`config.mk`:
```
export PLATFORM = sky130hd
export DESIGN_NAME = demux_stream
export DESIGN_NICKNAME = d
export VERILOG_FILES = /design/src/rtl/demux_stream_pkg.sv /design/src/rtl/skid_buffer_2.sv /design/src/rtl/demux_stream.sv
export SDC_FILE = /design/constraint.sdc
export NUM_CORES = 1
export LEC_CHECK = 0
export CELL_PAD_IN_SITES_DETAIL_PLACEMENT = 1
export CELL_PAD_IN_SITES_GLOBAL_PLACEMENT = 1
export CORE_AREA = 8 8 438 440
export CTS_CLUSTER_DIAMETER = 40
export CTS_CLUSTER_SIZE = 10
export DETAILED_ROUTE_END_ITERATION = 10
export DIE_AREA = 0 0 446 448
export GPL_TIMING_DRIVEN = 0
export PLACE_DENSITY_LB_ADDON = 0.1
export SLEW_MARGIN = 20
export SYNTH_ARGS = -nofsm -noshare
export SYNTH_HDL_FRONTEND = slang
export SYNTH_SLANG_ARGS = --single-unit
```
`constraint.sdc`:
```
create_clock -name clk_i -period 5.25 [get_ports clk_i]
set_input_delay 1.05 -clock clk_i [delete_from_list [all_inputs] [get_ports clk_i]]
set_output_delay 1.05 -clock clk_i [all_outputs]
set_load 0.05 [all_outputs]
```
`src/rtl/demux_stream_pkg.sv`:
```
// Shared types and constants for the demux_stream slice.
// Holds the buffer state encoding, the drop-counter width and its saturating increment.
package demux_stream_pkg;

    localparam int DROP_CNT_WIDTH = 16;

    typedef enum logic [1:0] {
        EMPTY = 2'd0,
        BUSY  = 2'd1,
        FULL  = 2'd2
    } state_e;

    function automatic logic [DROP_CNT_WIDTH-1:0] sat_inc(input logic [DROP_CNT_WIDTH-1:0] v);
        return (&v) ? v : v + DROP_CNT_WIDTH'(1);
    endfunction

endpackage

```
`src/rtl/skid_buffer_2.sv`:
```
// Two-entry head/skid store with valid/ready on both sides.
// in_ready_o is registered from the next state, so the skid entry always has room for a push.
module skid_buffer_2
    import demux_stream_pkg::*;
#(
    parameter int WIDTH = 8
) (
    input  logic             clk_i,
    input  logic             rst_ni,
    input  logic [WIDTH-1:0] in_data_i,
    input  logic             in_valid_i,
    output logic             in_ready_o,
    output logic [WIDTH-1:0] out_data_o,
    output logic             out_valid_o,
    input  logic             out_ready_i
);

    state_e           state_q, state_d;
    logic             ready_q;
    logic [WIDTH-1:0] head_q, head_d;
    logic [WIDTH-1:0] skid_q, skid_d;
    logic             push;
    logic             pop;

    assign push = in_valid_i && ready_q;
    assign pop  = out_valid_o && out_ready_i;

    // NOTE: sequential state uses non-blocking assignments so every register samples pre-edge values.
    always_ff @(posedge clk_i or negedge rst_ni) begin
        if (!rst_ni) begin
            state_q <= EMPTY;
            ready_q <= 1'b0;
        end else begin
            state_q <= state_d;
            ready_q <= (state_d != FULL);
        end
    end

    // NOTE: payload registers carry no reset; they are only observed while the state marks them valid.
    always_ff @(posedge clk_i) begin
        head_q <= head_d;
        skid_q <= skid_d;
    end

    // NOTE: every output of this block gets a default first, so no path can infer a latch.
    always_comb begin
        state_d = state_q;
        head_d  = head_q;
        skid_d  = skid_q;
        unique case (state_q)
            EMPTY: begin
                if (push) begin
                    state_d = BUSY;
                    head_d  = in_data_i;
                end
            end
            BUSY: begin
                if (push && !pop) begin
                    state_d = FULL;
                    skid_d  = in_data_i;
                end else if (push && pop) begin
                    head_d = in_data_i;
                end else if (pop) begin
                    state_d = EMPTY;
                end
            end
            FULL: begin
                if (pop) begin
                    state_d = BUSY;
                    head_d  = skid_q;
                end
            end
            default: state_d = EMPTY;
        endcase
    end

    always_comb begin
        in_ready_o  = ready_q;
        out_valid_o = (state_q != EMPTY);
        out_data_o  = head_q;
    end

endmodule

```
`src/rtl/demux_stream.sv`:
```
// Stream demultiplexer: buffers beats in a head/skid store and presents the head on its selected output.
// Beats addressed past NUM_OUT are discarded and counted with a saturating counter.
module demux_stream
    import demux_stream_pkg::*;
#(
    parameter int SELECT_WIDTH = 5,
    parameter int DATA_WIDTH   = 5,
    parameter int NUM_OUT      = 32
) (
    input  logic                      clk_i,
    input  logic                      rst_ni,
    input  logic [2**DATA_WIDTH-1:0]  data_i,
    input  logic [SELECT_WIDTH-1:0]   selector_i,
    input  logic                      valid_i,
    output logic                      ready_o,
    output logic [2**DATA_WIDTH-1:0]  out_o [NUM_OUT],
    output logic [NUM_OUT-1:0]        valid_o,
    input  logic [NUM_OUT-1:0]        ready_i,
    output logic                      drop_o,
    output logic [DROP_CNT_WIDTH-1:0] drop_cnt_o
);

    localparam int PAYLOAD_W = 2**DATA_WIDTH;
    localparam int ENTRY_W   = SELECT_WIDTH + PAYLOAD_W;

    logic                      in_range;
    logic                      buf_in_valid;
    logic                      buf_out_valid;
    logic                      buf_out_ready;
    logic [ENTRY_W-1:0]        buf_out_data;
    logic [SELECT_WIDTH-1:0]   head_sel;
    logic [PAYLOAD_W-1:0]      head_data;
    logic                      drop_q, drop_d;
    logic [DROP_CNT_WIDTH-1:0] drop_cnt_q, drop_cnt_d;

    assign in_range     = 32'(selector_i) < NUM_OUT;
    assign buf_in_valid = valid_i && in_range;

    skid_buffer_2 #(
        .WIDTH(ENTRY_W)
    ) u_skid (
        .clk_i       (clk_i),
        .rst_ni      (rst_ni),
        .in_data_i   ({selector_i, data_i}),
        .in_valid_i  (buf_in_valid),
        .in_ready_o  (ready_o),
        .out_data_o  (buf_out_data),
        .out_valid_o (buf_out_valid),
        .out_ready_i (buf_out_ready)
    );

    assign head_sel  = buf_out_data[ENTRY_W-1 -: SELECT_WIDTH];
    assign head_data = buf_out_data[PAYLOAD_W-1:0];

    always_comb begin
        valid_o = '0;
        for (int k = 0; k < NUM_OUT; k++) begin
            valid_o[k] = buf_out_valid && (head_sel == SELECT_WIDTH'(k));
            out_o[k]   = valid_o[k] ? head_data : '0;
        end
    end

    // Only the selected output's ready can retire the head.
    assign buf_out_ready = |(valid_o & ready_i);

    always_comb begin
        drop_d     = valid_i && ready_o && !in_range;
        drop_cnt_d = drop_d ? sat_inc(drop_cnt_q) : drop_cnt_q;
    end

    always_ff @(posedge clk_i or negedge rst_ni) begin
        if (!rst_ni) begin
            drop_q     <= 1'b0;
            drop_cnt_q <= '0;
        end else begin
            drop_q     <= drop_d;
            drop_cnt_q <= drop_cnt_d;
        end
    end

    assign drop_o     = drop_q;
    assign drop_cnt_o = drop_cnt_q;

endmodule

```
==> flow_summary.toml <==
[critical_path]
reg2regPathDepth = 7
critical_path.endpoint_type = "output pin"
critical_path_class = "reg -> out"
cp_max_fo = 10
cp-startpoint = "u_skid.out_data_o[32]$_DFFE_PP_"
rr_endpoint = "u_skid.out_data_o[12]$_DFFE_PP_"
r2r_start = "u_skid.out_data_o[32]$_DFFE_PP_"
crit_chain = "buf_2 > nand2_1 > nor2_4 > clkbuf_1 > and2_1 > clkdlybuf4s50_1"
rrSetupSlack_ns = 1.76
cp-start-kind = "register"
crit_required_ns = 4.20
max_stage_delay_ns = 0.87
cp_data_arrival_time_ns = 4.00
crit_path_top_delay_cell = "clkdlybuf4s50_1"

[run]
cap_violations = 0

[clocking]
cts_tree = "done"
cts_hold_buf = 0
cts_buffers = 9
insertion_delay_ns = 0.38
cts_root_buf = "clkbuf_16"
clk_pin_slew_ns = 0.07
cts.path.max_buffers = 2
htreeDepth = 3
clock-sinks = 77

[cells_and_area]
post-route-util = 0.143
layout-drive-gt1-share = 0.0693
nets = 2722
areaGrowthSynthToFinish_pct = 145
nFillCells = 21900

[status]
status = "complete, no violations"

[worst_hold_path]
hold_class = "reg -> reg"
min_from = "u_skid.skid_q[27]$_DFFE_PP_"
holdPathEnd = "u_skid.out_data_o[27]$_DFFE_PP_"
hold_depth = 1

[floorplan]
die_y_um = 448
rows = 158
ios = 1146
fp.dieW_um = 446
initial_core_util = 0.0583
core_area_mm2 = 0.185
die_area_mm2 = 0.200

[synth]
yosysWarnings = 0
synth_edf_count = 74
synth_flop_cell = "edfxtp_1"
synth_area_per_cell_um2 = 7.30
synth_area_mm2 = 0.0108
synth.distinct_cells = 52
synth_seq_cells = 77
async_flop_share = 0.0390
syn_inst = 1475
yosysSeqAreaShare = 0.213

[place]
io_buffers = 1128
dp_hpwl_mm = 131
finalWeightedCongestion = 0.726

[timing]
fmaxAchievable_ghz = 0.198
rsz0062_at_grt = "true"
fin_crit_ns = 5.05
slew_headroom = 0.356
setup-violations-final = 0
fin_crit_sh = 0.961
finalHoldViolations = 0
skew_ns = 0.0157
drv_slew = 0
worst_pin_slew_ns = 0.966
fin_setup_tns_ns = 0

[global_routing]
grt_usage = 0.145
antenna_found_initial = 47
grt.overflow.total = 0
grt_pass1_vias = 15600
grt_pass1_wl_mm = 189
grt_start_max_net_pins = 38

[power_and_ir_drop]
p_switching_w = 0.00601
clock_power_share = 0.085
pwr-share-seq = 0.159
p_int_w = 0.00322
vdd_drop_max_v = 0.000204
combPwrFrac = 0.756
powerDensity_mw_per_mm2 = 350
p_sw_frac = 0.651
p_leak_nw = 9.34

[route]
wirelength_mm = 154
post_drt_wl_per_cell_um = 29.8
vias = 14900
postRouteAntennaNets = 0
drt_first_iter_violations = 536
avgViaCountPerCell = 2.88
drcViolationCount = 0
dr.pass1.iters = 4
==> Yosys cell counts, types with 4 or more instances <==
cell	count	area, um2
buf_4	19	143
mux2_2	38	428
nor2b_1	4	25.0
inv_1	4	15.0
clkbuf_1	198	743
and2_1	1024	6410
nand2_1	10	37.5
mux2i_1	6	60.1
edfxtp_1	74	2220
buf_2	4	20.0
nor2_1	38	143
==> cell type report <==
type                       count  area [um2]  share of cell area
inverter                       4        15.0            0.000569
antenna                       36        90.1             0.00342
tap                         2480        3100               0.118
clock inverter                 6         113             0.00427
timing repair buffer        1157       11800               0.448
sequential                    77        2300              0.0871
multi-input combinational   1186        7780               0.295
buffer                       215         936              0.0355
clock buffer                   9         225             0.00854
==> stage by stage <==
step                hold WS, ns  total power (W)  instances  area (um2)  setup slack, ns
finish                    0.546          0.00923       5170       26400            0.205
global route              0.564          0.00984       5137       26300          -0.0411
CTS                       0.547          0.00969       5130       26200          -0.0710
detailed placement        0.531          0.00883       5118       25700           -0.197
global placement          0.528          0.00870       5099       25200            -1.84
floorplan                 0.523          0.00478       1491       10800            0.982
==> how the worst max path moves through the flow <==
| stage | endpoint | slack, ns | depth (start not counted) |
|---|---|---|---|
| floorplan | u_skid.skid_q[0]$_DFFE_PP_ | 0.98 | 6 |
| global placement | u_skid.skid_q[14]$_DFFE_PP_ | -1.84 | 7 |
| detailed placement | out_o[976] | -0.20 | 7 |
| CTS | out_o[976] | -0.07 | 6 |
| global route | out_o[222] | -0.04 | 6 |
| finish | out_o[724] | 0.20 | 6 |
==> sequential cells by signal, summed over array words and instances (netlist names) <==
signal	cells
u_skid.skid_q	37
u_skid.in_ready_o	1
u_skid.out_data_o	37
u_skid.state_q	2
==> critical path: cells and delay by family (launching register included) <==
kind	cells	cell delay, ns
buf+inv	3	1.80
simple gates	3	1.31
flops	1	0.47
==> what timing repair did <==
item	CTS	global route
pin swaps	3	3
setup buffers	3	7
endpoints found under the setup margin	439	84
gates resized for setup	30	36
==> power groups by stage <==
| stage | Combinational (W) | Clock [W] | Sequential, W |
|---|---|---|---|
| finish | 0.00698 | 0.000787 | 0.00146 |
| global route | 0.00748 | 0.000840 | 0.00153 |
| CTS | 0.00734 | 0.000833 | 0.00152 |
| detailed placement | 0.00730 | 0 | 0.00153 |
| global placement | 0.00715 | 0 | 0.00155 |
| floorplan | 0.00361 | 0 | 0.00117 |
==> cell usage in the layout (no fill, tap or decap), types with 3 or more instances in the layout <==
master,count
diode_2,36
nand3_1,3
and2_1,1024
mux2_2,38
clkdlybuf4s50_1,1106
nor2_2,11
clkbuf_16,9
o211ai_1,3
buf_12,5
mux2i_1,6
buf_4,26
nor2_4,23
edfxtp_1,74
nand2_1,10
clkbuf_1,160
nor2b_1,4
buf_8,6
dlymetal6s2s_1,20
buf_6,6
or3_1,3
buf_16,7
clkbuf_2,30
conb_1,17
nor2_1,4
buf_2,4
bufinv_16,3
dfrtp_1,3
inv_1,4
==> logic make-up after synthesis <==
kind of cell / synth area share
flip-flops: 0.213
other: 0.000348
AO/OA/AOI/OAI: 0.0199
adder cells (fa/ha/maj): 0.00105
multiplexers: 0.0481
buffers and inverters: 0.0881
AND/OR/NAND/NOR: 0.629
==> per-layer routing <==
metal	vias to the layer above	part of all wire	GRT usage
met5	-	0.00014	0
met4	4	0.029	0.0382
met3	99	0.068	0.0413
met2	662	0.55	0.283
met1	7286	0.36	0.150
li1	6821	-	-
No activity file was read; power rests on OpenSTA's default activity.
